## src/rtl/adder.sv

```systemverilog
// Parameterised unsigned adder with carry-in, carry-out and signed-overflow flag.
// Outputs are either registered (one-cycle latency, out_valid qualifier) or purely combinational.
module adder #(
    parameter int WIDTH      = 1,
    parameter bit REGISTERED = 1'b1
) (
    input  logic             clk,
    input  logic             rst,
    input  logic             in_valid,
    input  logic [WIDTH-1:0] a,
    input  logic [WIDTH-1:0] b,
    input  logic             cin,
    output logic [WIDTH-1:0] sum,
    output logic             carry,
    output logic             overflow,
    output logic             out_valid
);

    logic [WIDTH:0]   r;
    logic [WIDTH-1:0] sum_c;
    logic             carry_c;
    logic             overflow_c;

    always_comb begin
        r          = {1'b0, a} + {1'b0, b} + {{WIDTH{1'b0}}, cin};
        sum_c      = r[WIDTH-1:0];
        carry_c    = r[WIDTH];
        // Same-sign operands whose result flips sign overflowed in two's complement.
        overflow_c = (a[WIDTH-1] == b[WIDTH-1]) && (sum_c[WIDTH-1] != a[WIDTH-1]);
    end

    generate
        if (REGISTERED) begin : g_reg
            always_ff @(posedge clk or posedge rst) begin
                if (rst) begin
                    sum       <= '0;
                    carry     <= 1'b0;
                    overflow  <= 1'b0;
                    out_valid <= 1'b0;
                end else begin
                    out_valid <= in_valid;
                    if (in_valid) begin
                        sum      <= sum_c;
                        carry    <= carry_c;
                        overflow <= overflow_c;
                    end
                end
            end
        end else begin : g_comb
            // clk and rst have no function in the combinational build.
            logic unused_clk_rst;
            assign unused_clk_rst = clk ^ rst;
            assign sum       = sum_c;
            assign carry     = carry_c;
            assign overflow  = overflow_c;
            assign out_valid = in_valid;
        end
    endgenerate

endmodule

```

## config.mk

```make
export PLATFORM = sky130hd
export DESIGN_NAME = adder
export DESIGN_NICKNAME = d
export VERILOG_FILES = /design/src/rtl/adder.sv
export SDC_FILE = /design/constraint.sdc
export NUM_CORES = 1
export LEC_CHECK = 0
export CAP_MARGIN = 20
export CORE_AREA = 2 2 39 41
export DETAILED_ROUTE_END_ITERATION = 10
export DIE_AREA = 0 0 41 43
export PLACE_DENSITY = 0.39
export SYNTH_ARGS = -nofsm -noshare
export SYNTH_HDL_FRONTEND = slang
export SYNTH_SLANG_ARGS = --single-unit
```

## constraint.sdc

```tcl
create_clock -name clk -period 1 [get_ports clk]
set_input_delay 0.2 -clock clk [delete_from_list [all_inputs] [get_ports clk]]
set_output_delay 0.2 -clock clk [all_outputs]
set_load 0.01 [all_outputs]
```

==> summary.md <==
| Metric | Value |
|---|---|
| Status | `finished with violations` |
| Failing checks | `negative setup slack` |
| Startpoint Class | `input pin` |
| Crit Path Class | `in -> reg` |
| Die Y | `~43 µm` |
| F_max | `857 MHz` |
| Placement Setup Slack | `-0.809 ns` |
| Clk buf depth | `2` |
| Largest net degree at the start of global routing | `5` |
| Synthesized flop and latch total | `4` |
| DRT Wirelength | `419 µm` |
| Num Clock Sinks | `4` |
| Mapped Area | `between 150 and 200 µm²` |
| Reg-to-Reg End | `sum$_DFFE_PP0P_` |
| Starting density of the core | `12.5%` |
| WL per Instance | `between 9 and 10 µm` |
| Root buffer cell | `clkbuf_4` |
| CTS tree | `built` |
| Pwr/cell area | `1640 mW/mm²` |
| Tot GR Track Use | `7.27%` |
| Most common cell in the synthesized netlist | `dfrtp_1` |
| N_diodes | `0` |
| Core Rows | `14` |
| Global-route wire length before repair | `765 µm` |
| Initial antenna violation count | `0` |
| Crit share post-route | `117%` |
| Mean area per synthesized cell | `14.4 µm²` |
| Clock Latency Late Sink | `0.23 ns` |
| Met1 wire length | `200 µm` |
| Ys Warns | `0` |
| Synth cell types | `8` |
| Post-synth EDFFs | `0` |
| Final #Nets | `36` |
| Die Area | `0.00176 mm²` |
| Critical Path End Type | `flip-flop` |
| Minimum clock period | `1.17 ns` |
| Fin. Hold Viols | `0` |
| Post-synth top area share | `roughly 58%` |
| Crit Path Max Fanout | `2` |
| H-tree levels | `1` |
| Grt ovf | `0` |
| Number of global-route vias before repair | `173` |
| Hold_ws | `0.152 ns` |
| Reg clk slew, reported paths | `roughly 0.040 ns` |
| Async SR Flop Fraction | `between 90% and 100%` |
| Peak supply drop | `409 µV` |
| Slew margin rel. | `87.7%` |
| Area growth syn-to-layout | `79.0%` |
| Crit Reg-Reg Startpoint | `sum$_DFFE_PP0P_` |
| Leakage Power | `0.147 nW` |
| R2R cell count | `1` |
| Via-to-Cell Ratio | `3.53` |
| Gpl congestion | `0.649` |
| Final Setup Violations | `2` |
| Layout cells sized above 1 | `55.6%` |
| Clock skew | `0 ns` |
| Drt first-iter violations | `0` |
| Slowest Stage Delay on Critical Path | `0.54 ns` |
| Post-CTS Hold Fix Bufs | `0` |
| Fin. max-slew vios | `0` |
| Critical Path RT | `1.15 ns` |
| CP Buf/Inv Count | `1` |
| Top sig layer | `met3` |
| Final critical-path setup slack | `-0.167 ns` |
| Post-Syn Nets | `19` |
| Worst-path cell chain | `buf_6 > fa_1 > or3b_1 > a31oi_1` |
| Top cells by area, synth | `dfrtp_1, mux2_2, fa_1` |
| CORE AREA | `about 0.0014 mm²` |
| Hpwl dp | `312 µm` |
| DIE WIDTH | `41 µm` |
| Crit path max-delay family | `adder cells` |
| Critical path arrival | `1.32 ns` |
| ANT nets after route | `0` |
| Met2 routed WL | `157 µm` |
| Synth area leader | `dfrtp_1` |
| Max-Cap Viols | `0` |
| Drt drc | `0` |
| R2r setup slk | `0.25 ns` |
| HP Class | `in -> async` |
| IO buf count | `9` |
| Pre-antenna DRT Iters | `1` |
| Main synth FF type | `dfrtp_1` |
| Synth Instances | `12` |
| RSZ-0062 raised after global routing | `true` |
| Register area share after synthesis | `58.0%` |
| Io pins | `10` |
| Slowest CP cell | `fa_1` |
| Synth top cells by count | `dfrtp_1, mux2_2` |
| Detailed-route via count | `152` |
| Cts bufs inserted | `3` |
| DR WL met3 | `61 µm` |
| Worst slew pin tran | `0.183 ns` |
-- repair_timing --
| action | CTS | global route |
|---|---|---|
| hold endpoints to repair | 0 | 0 |
| endpoints found under the setup margin | 7 | 3 |
| pin swaps | 2 | 1 |
| setup buffers | 1 | 0 |
| resized for setup | 31 | 0 |
-- worst max-delay path by stage --
stage / startpoint / endpoint / slack [ns] / cells past startpoint
finish: cin / overflow$_DFFE_PP0P_ / -0.17 / 4
global route: cin / overflow$_DFFE_PP0P_ / -0.21 / 4
CTS: cin / overflow$_DFFE_PP0P_ / -0.19 / 4
detailed placement: a / overflow$_DFFE_PP0P_ / -0.81 / 4
global placement: a / overflow$_DFFE_PP0P_ / -0.81 / 4
floorplan: a / overflow$_DFFE_PP0P_ / -0.27 / 3
-- layer usage --
metal	track usage, %	vias to the layer above
met3	3.14	0
met5	0	-
met2	7.19	9
met1	10.1	71
li1	-	72
met4	8.00	0
-- through the flow --
stage | total power [mW] | TNS, ns | cells | utilization (%) | cell area, µm²
floorplan | 0.235 | -0.328 | 12 | - | 173
global placement | 0.315 | -2.07 | 39 | 21.5 | 298
detailed placement | 0.315 | -2.07 | 39 | 21.5 | 298
CTS | 0.522 | -0.235 | 43 | 22.3 | 309
global route | 0.554 | -0.299 | 43 | 22.3 | 309
finish | 0.506 | -0.218 | 43 | 22.3 | 309
-- power by group --
group	switching, mW	total (mW)	internal [mW]	leakage [nW]
clock	0.0671	0.202	0.134	0.0138
combinational	0.0449	0.113	0.0676	0.0864
sequential	0.00898	0.192	0.183	0.0470
total	0.121	0.506	0.385	0.147
-- logic make-up (layout without fill, tap and decap cells) --
logic type / after synthesis / after routing / share of synthesized area, %
AND/OR/NAND/NOR: 3 / 3 / 11.6
AO/OA/AOI/OAI: 1 / 1 / 3.63
flip-flops: 4 / 4 / 58.0
adder cells (fa/ha/maj): 1 / 1 / 11.6
buffers and inverters: 1 / 16 / 2.17
multiplexers: 2 / 2 / 13.0
-- flip-flops by register name, indices dropped and copies added, names as in the netlist --
name / cells
carry: 1
overflow: 1
sum: 1
out_valid: 1
-- cell type report --
class,instances,area [µm²]
Fill cell,150,1070
Clock buffer,3,22.5
Inverter,1,3.75
Multi-Input combinational cell,7,72.6
Tap cell,16,20.0
Sequential cell,4,100
Timing Repair Buffer,12,90.1
-- cell usage in the layout, fill, tap and decap left out --
cell type        synthesis  routed
dfrtp_1                  4       4
inv_1                    1       1
buf_2                    0       5
buf_6                    0       2
nand3b_1                 1       1
fa_1                     1       1
mux2_4                   0       1
clkbuf_4                 0       3
clkdlybuf4s50_1          0       2
buf_4                    0       3
mux2_2                   2       1
nor2_1                   1       1
or3b_1                   1       1
a31oi_1                  1       1
Note: power is estimated with default switching activity, not from simulation.
